File: src/rtl/dm_stream_reader.sv
`default_nettype none
`timescale 1ns/1ps
// ============================================================================
// Module   : dm_stream_reader
// Purpose  : Reads a contiguous (or strided) block of data-memory words and
//            streams them out over a valid/ready interface through a
//            two-entry skid buffer.
// Revision : 1.0 - initial release
// ----------------------------------------------------------------------------
// Ports
//   clk         sole clock, rising edge
//   rst_n       asynchronous active-low reset
//   start       one-cycle transfer request (honoured only when idle)
//   base_addr   first word address, sampled with start
//   len         word count, sampled with start (0 = empty transfer)
//   busy        high from the cycle after an accepted start until done
//   done        one-cycle completion pulse
//   dm_addr     data-memory word address
//   dm_re       data-memory read enable
//   dm_we       data-memory write enable, tied low
//   dm_rd_data  data-memory read data, valid the cycle after dm_re
//   out_data    streamed word (head of the buffer)
//   out_valid   out_data holds a valid word
//   out_ready   consumer accepts the word when high together with out_valid
//   stride      address increment, sampled with start (only with the macro)
// Configuration
//   DM_RDR_STRIDE_EN  when defined, adds the stride input; otherwise the
//                     address advances by 1 per read.
// ============================================================================
module dm_stream_reader #(
   parameter int ADDR_W = 13,
   parameter int DATA_W = 32,
   parameter int LEN_W  = 12
) (
   input  logic              clk,
   input  logic              rst_n,
   input  logic              start,
   input  logic [ADDR_W-1:0] base_addr,
   input  logic [LEN_W-1:0]  len,
   output logic              busy,
   output logic              done,
   output logic [ADDR_W-1:0] dm_addr,
   output logic              dm_re,
   output logic              dm_we,
   input  logic [DATA_W-1:0] dm_rd_data,
   output logic [DATA_W-1:0] out_data,
   output logic              out_valid,
   input  logic              out_ready
`ifdef DM_RDR_STRIDE_EN
   ,
   input  logic [ADDR_W-1:0] stride
`endif
);

   typedef enum logic [1:0] {
      ST_IDLE  = 2'd0,
      ST_RUN   = 2'd1,
      ST_DRAIN = 2'd2
   } state_t;

   state_t            state;
   logic [LEN_W-1:0]  remaining;
   logic              in_flight;   // a read was issued last cycle; data lands this cycle
   logic [1:0]        count;       // buffer occupancy, 0..2
   logic [DATA_W-1:0] head;
   logic [DATA_W-1:0] tail;
   logic [ADDR_W-1:0] addr_r;
   logic [ADDR_W-1:0] step;

   logic pop;
   logic push;
   logic issue;
   logic drain_done;

`ifdef DM_RDR_STRIDE_EN
   logic [ADDR_W-1:0] stride_r;
   assign step = stride_r;
`else
   assign step = {{(ADDR_W-1){1'b0}}, 1'b1};
`endif

   assign pop  = (count != 2'd0) && out_ready;
   assign push = in_flight;

   // Issue only when the word would still have a buffer slot once it lands:
   // count + in_flight - pop < 2, rearranged to avoid underflow.
   assign issue = (state == ST_RUN) &&
                  (({1'b0, count} + {2'b00, in_flight}) < (3'd2 + {2'b00, pop}));

   assign drain_done = (state == ST_DRAIN) && !in_flight && (count == 2'd0);

   assign busy      = (state != ST_IDLE);
   assign done      = drain_done;
   assign dm_addr   = addr_r;
   assign dm_re     = issue;
   assign dm_we     = 1'b0;
   assign out_data  = head;
   assign out_valid = (count != 2'd0);

   always_ff @(posedge clk or negedge rst_n) begin
      if (!rst_n) begin
         state     <= ST_IDLE;
         remaining <= '0;
         in_flight <= 1'b0;
         count     <= 2'd0;
         head      <= '0;
         tail      <= '0;
         addr_r    <= '0;
`ifdef DM_RDR_STRIDE_EN
         stride_r  <= '0;
`endif
      end else begin
         in_flight <= issue;

         case (state)
            ST_IDLE: begin
               if (start) begin
                  addr_r    <= base_addr;
                  remaining <= len;
`ifdef DM_RDR_STRIDE_EN
                  stride_r  <= stride;
`endif
                  state     <= (len == '0) ? ST_DRAIN : ST_RUN;
               end
            end
            ST_RUN: begin
               if (issue) begin
                  addr_r    <= addr_r + step;
                  remaining <= remaining - LEN_W'(1);
                  if (remaining == LEN_W'(1)) state <= ST_DRAIN;
               end
            end
            ST_DRAIN: begin
               if (drain_done) state <= ST_IDLE;
            end
            default: state <= ST_IDLE;
         endcase

         // Two-entry buffer: head is presented on out_data, tail backs it up.
         case ({push, pop})
            2'b10: begin
               if (count == 2'd0) head <= dm_rd_data;
               else               tail <= dm_rd_data;
               count <= count + 2'd1;
            end
            2'b01: begin
               head  <= tail;
               count <= count - 2'd1;
            end
            2'b11: begin
               if (count == 2'd1) begin
                  head <= dm_rd_data;
               end else begin
                  head <= tail;
                  tail <= dm_rd_data;
               end
            end
            default: ;
         endcase
      end
   end

endmodule
`default_nettype wire

File: config.mk
export PLATFORM = sky130hd
export DESIGN_NAME = dm_stream_reader
export DESIGN_NICKNAME = d
export VERILOG_FILES = /design/src/rtl/dm_stream_reader.sv
export SDC_FILE = /design/constraint.sdc
export NUM_CORES = 1
export LEC_CHECK = 0
export BUFFER_PORTS_ARGS = -buffer_cell sky130_fd_sc_hd__clkbuf_2
export CAP_MARGIN = 20
export CORE_ASPECT_RATIO = 0.6
export CORE_MARGIN = 2
export CORE_UTILIZATION = 25
export DETAILED_ROUTE_END_ITERATION = 7
export HOLD_SLACK_MARGIN = 0.15
export SYNTH_ARGS = -nofsm -noshare
export SYNTH_HDL_FRONTEND = slang
export SYNTH_SLANG_ARGS = --single-unit
export TNS_END_PERCENT = 1
File: constraint.sdc
create_clock -name clk -period 3 [get_ports clk]
set_input_delay 0 -clock clk [delete_from_list [all_inputs] [get_ports clk]]
set_output_delay 0 -clock clk [all_outputs]
set_load 0.02 [all_outputs]
Word-level counts from Yosys, hierarchy flattened. Cells that the tools add are included.

Logic and storage cells: 65. Register bits after elaboration: 94. Bits of input ports: 61.

Reductions and logical operators: 18. $lt $le $gt $ge: 1. Eq/ne operators: 14. Mux-type cells: 19. $add $sub $neg: 6.

Operator list (count): 32-bit two-way mux (4); 32-bit case mux with 3 select lines (1); 32-bit case mux with 2 select lines (1); 13-bit two-way mux (2); 13-bit case mux with 2 select lines (1); 12-bit two-way mux (2); 12-bit case mux with 2 select lines (1); 13-bit by 1-bit adder with 13-bit output (second input constant) (1); 12-bit by 1-bit == test with 1-bit output (second input constant) (1); 12-bit zero test (1); 2-bit != test (second input constant) (6); 12-bit by 1-bit subtractor with 12-bit output (second input constant) (1); 2-bit two-way mux (5); 2-bit nonzero test (5); 2-bit by 1-bit == test with 1-bit output (second input constant) (3); 2-bit == test (second input constant) (3); 2-bit case mux with 3 select lines (1); 3-bit AND reduction (2); 1-bit logical AND (4); 2-bit zero test (2); 2-bit case mux with 2 select lines (1); 4-bit AND reduction (1); 2-bit by 1-bit adder with 3-bit output (1); 2-bit by 1-bit adder with 3-bit output (first input constant) (1); other kinds (7) (7).

Longest topological paths before layout.
Word-level depth: 7. Mapped depth: 11. Depth with buffers taken out: 10.

Least setup slack after synthesis. OpenSTA, ideal clock, no wires.

Path kind: reg2reg. Start point: register count[0]. End point: register tail[10]. Slack: 696 ps. Arrival: 2179 ps. Path buffers: 1. Clock period less this slack: 2304 ps. Required time: 2875 ps. Cell stages (with the launch flop): 10. Path through: dfrtp_1 > inv_1 > ha_1 > inv_1 > nand2_1 > inv_1 > ha_1 > o211ai_1 > buf_2 > mux2_2.

Cells in the longest elaborated chain, start to end: 5. Elaborated cells between the ends (all ways): 11. Classes of those cells: 5 x eq/ne; 1 x mux; 5 x reduce/logical.

Ends and longest elaborated chain: start, declared (RTL line 64) `logic [1:0] count;`; start signal, assigned (RTL line 144) `count <= count + 2'd1;`; start signal, assigned (RTL line 148) `count <= count - 2'd1;`; 2-bit nonzero test (*); named net out_valid (RTL line 47) `output logic out_valid,`; 1-bit logical AND (*) (RTL line 82) `assign pop = (count != 2'd0) && out_ready;`; 2-bit == test (RTL line 140) `case ({push, pop})`; 2-bit != test (no line) / 2-bit nonzero test (equally long branches); 3-bit AND reduction (no line); end signal, assigned (RTL line 143) `else tail <= dm_rd_data;`; end signal, assigned (RTL line 155) `tail <= dm_rd_data;`; end, declared (RTL line 66) `logic [DATA_W-1:0] tail;`.

Mark *: on every way through the listed nets, which the timed path passes. The rest lies on a longest branch. A chain may end at the register's enable or synchronous reset.

Final worst setup path.
Start point: register count[0]. End point: register head[28] (netlist: out_data[28]).

Cells in the longest elaborated chain, start to end: 5. Elaborated cells between the ends (all ways): 12. Classes of those cells: 5 x eq/ne; 2 x mux; 5 x reduce/logical.

Ends and longest elaborated chain: 2-bit nonzero test (RTL line 82); 1-bit logical AND (RTL line 82); 2-bit == test / 2-bit by 1-bit == test with 1-bit output (equally long branches) (RTL line 140); 2-bit != test (no line) / 3-bit nonzero test (equally long branches); 2-bit AND reduction (no line); end signal, assigned (RTL line 142) `if (count == 2'd0) head <= dm_rd_data;`; end signal, assigned (RTL line 147) `head <= tail;`; end signal, assigned (RTL line 152) `head <= dm_rd_data;`; end, declared (RTL line 65) `logic [DATA_W-1:0] head;`.

Several ways; a longest one is shown, not always the timed one.

==> metrics.txt <==
Yosys cell types=slightly above 60; initial DRC count=around 310; setup ws final=between 0.3 and 0.4 ns; crit path max fanout=32; worst skew pair latency=0.34 ns; most instantiated cells after synthesis=94 x dfrtp_1, 49 x nand2_1, 41 x o21ai_0; num ports=~110; CTS resizes=0; Top FF cell, synth=dfrtp_1; DR WL/cell=~15 um; worst slack at placement=0.318 ns; worst path cell trace=inv_1, ha_1, inv_1, nand2_1, inv_1, ha_1, o21ai_4, a22oi_1, o21ai_0; Diodes inserted=0; Synth-to-Final Area Change=36.7%; Max-cap violations=0; Max VDD drop=approximately 0.00052 V; GRT Total Usage=between 10% and 20%; synthesis warning total=0; Vias=around 4000; syn nets=between 500 and 600; Worst path top cell family by delay=compound AO/OA/AOI/OAI gates; Crit Path Class=reg2reg; Logic pwr share=51.3%; Die Y=about 110 um; skew final=roughly 0.0066 ns; fmax=around 380 MHz; synthesized netlist cell count=439; CTS root buffer=clkbuf_16; worst slew pin tran=about 0.9 ns; routability cong.=~0.81; die area=~0.020 mm2; Tot Pwr=roughly 7300 uW; Seq cells post-synth=94; vias per cell=roughly 4.7; average instance area after synthesis=approximately 11 um2; type of origin of the critical path=register; Leak=approximately 0.0028 uW; P_sw=approximately 3300 uW; area of the multi-input gates=about 0.0021 mm2; status=complete, no violations; sequential fraction of design power=around 33%; DRC viols=0; final setup vio count=0; CP bufs+invs=3; post-CTS setup buffer count=0; share of layout cells above drive strength 1=roughly 30%; hpwl dp=about 8.5 mm; setup_tns=0 ns; first-pass GRT wire length=a little over 20 mm; asr flop ratio synth=100%; CTS HTree Levels=3; relative slew slack=approximately 39%; Sw Ratio=~45%; worst hold-check path type=in2async; part of the power in the clock network=15.8%; CTS tree=built; final cycle utilization of the critical path=around nine tenths; Register Area=approximately 0.0024 mm2; post-synthesis cell area=roughly 0.0046 mm2; Hold Vio Cnt, Final=0; Initial Util=25.6%; Req. time, crit path=~3.2 ns; CP arrival=a little under 3 ns; vias in the first global route=approximately 3800; RSZ-0062 raised after global routing=no; clk buf depth=2; core area=between 0.015 and 0.02 mm2; min cycle time layout=~2.6 ns; largest net degree at the start of global routing=65; input/output buffers=between 100 and 150; sequential area share after synthesis=a little over 50%; total wire length=about 13 mm; ranking of synthesized cells by area=dfrtp_1 51%, mux2_2 7.8%, a22oi_1 6.0%, o21ai_0 4.4%, nand2_1 4.0%; internal power=4010 uW; number of flops mapped to enable cells by yosys=0; hold buffers post-CTS=60; remaining antenna violation count=0; Reg clk slew, reported paths=~0.080 ns; nets=around 670; num rows=38; most used cell, CP=inv_1; Die X=about 180 um; total CTS buffers=9; final-report max-slew violation count=0; critical path endpoint category=register; P per Cell Area=1140 mW/mm2; post-synth top area cell=dfrtp_1; antenna violations before repair=0; Max stage delay on crit path=approximately 0.75 ns; filler cell count=between 1500 and 2000; CP max-delay cell=o21ai_4; gr ovfl total=0; most frequent cell after synthesis=dfrtp_1; TritonRoute pass-1 iters=4; clk sinks=94; top-area cell type share of the netlist area=about half
## worst reg2reg max path, stage by stage (launching register included)
cell,delay [ns]
dfrtp_1,0.43
inv_1,0.08
ha_1,0.31
inv_1,0.12
nand2_1,0.09
inv_1,0.09
ha_1,0.26
o21ai_4,0.75
a22oi_1,0.21
o21ai_0,0.22
## metal layers
| layer | vias to the layer above | routed length [um] | track usage, % |
|---|---|---|---|
| li1 | 1950 | - | - |
| met1 | 1902 | 6600 | 19.3 |
| met2 | 103 | 5480 | 19.1 |
| met3 | 14 | 663 | 2.75 |
| met4 | 0 | 170 | 3.69 |
| met5 | - | 0 | 0 |
## power groups by stage
stage,Combinational [uW],Clock [uW],Sequential [uW]
after global routing,4120,1250,2490
final,3730,1150,2390
after CTS,3770,1200,2390
after detailed placement,3700,0,2410
after global placement,3660,0,2390
after floorplan,2380,0,2650
## layout make-up
| cell class | count | share of cell area [%] |
|---|---|---|
| Sequential cell | 94 | 37.0 |
| Timing Repair Buffer | 176 | 19.3 |
| Clock buffer | 9 | 3.54 |
| Inverter | 10 | 0.669 |
| Multi-Input combinational cell | 307 | 33.5 |
| Tap cell | 240 | 4.73 |
| Clock inverter | 7 | 1.20 |
## cells by family after synthesis
family / after synthesis / share of synthesized area (%)
adders and majority gates: 10 / 2.69
other: 1 / 0.0807
xor gates and xnor gates: 2 / 0.377
DFF: 94 / 50.6
muxes: 34 / 8.18
buffers and inverters: 38 / 3.93
and+or+nand+nor: 115 / 12.8
AOI/OAI and AO/OA: 145 / 21.3
## per-stage QoR
step           util (%)  std cells  area [um2]  hold slack [ns]
2_1_floorplan         -        439        4650           -0.296
3_3_place_gp       30.0        767        5450           0.0522
3_5_place_dp       30.0        767        5450           0.0570
4_1_cts            35.0        843        6350            0.221
5_1_grt            35.0        843        6350            0.274
6_report           35.0        843        6350            0.221
## final timing paths
path / slack, ns / depth (start not counted) / endpoint / startpoint
max: 0.36 / 9 / out_data[28] / count[0]
min reg2reg: 0.48 / 2 / out_data[20] / out_data[20]
max in group asynchronous: 2.08 / 3 / out_data[16] / rst_n
min in group clk: 0.30 / 5 / count[0] / out_ready
min: 0.22 / 2 / dm_addr[8] / rst_n
max reg2reg: 0.36 / 9 / out_data[28] / count[0]
## flip-flops by register name (all words and copies together) (netlist names)
name / cells
dm_addr: 13
out_data: 32
remaining: 12
state: 2
in_flight: 1
tail: 32
count: 2
## placed cells by master, fill, tap and decap left out, drive strengths merged, types with 2 or more instances in the layout
cell type,instances
clkbuf,117
dfrtp,94
dlygate4sd3,60
nand2,49
o21ai,43
a22oi,37
mux2,32
nor2,19
a21oi,15
inv,14
nand3,12
ha,10
nor4,8
buf,8
o2bb2ai,7
o22ai,6
nor3,5
a2bb2oi,5
o211ai,5
o22a,5
a31oi,5
and2,4
and3,3
nor3b,3
clkinv,3
a21o,2
a41oi,2
or2,2
nand4,2
xnor2,2
and4,2
a32oi,2
mux2i,2
nor4b,2
Note: power is estimated with default switching activity, not from simulation.
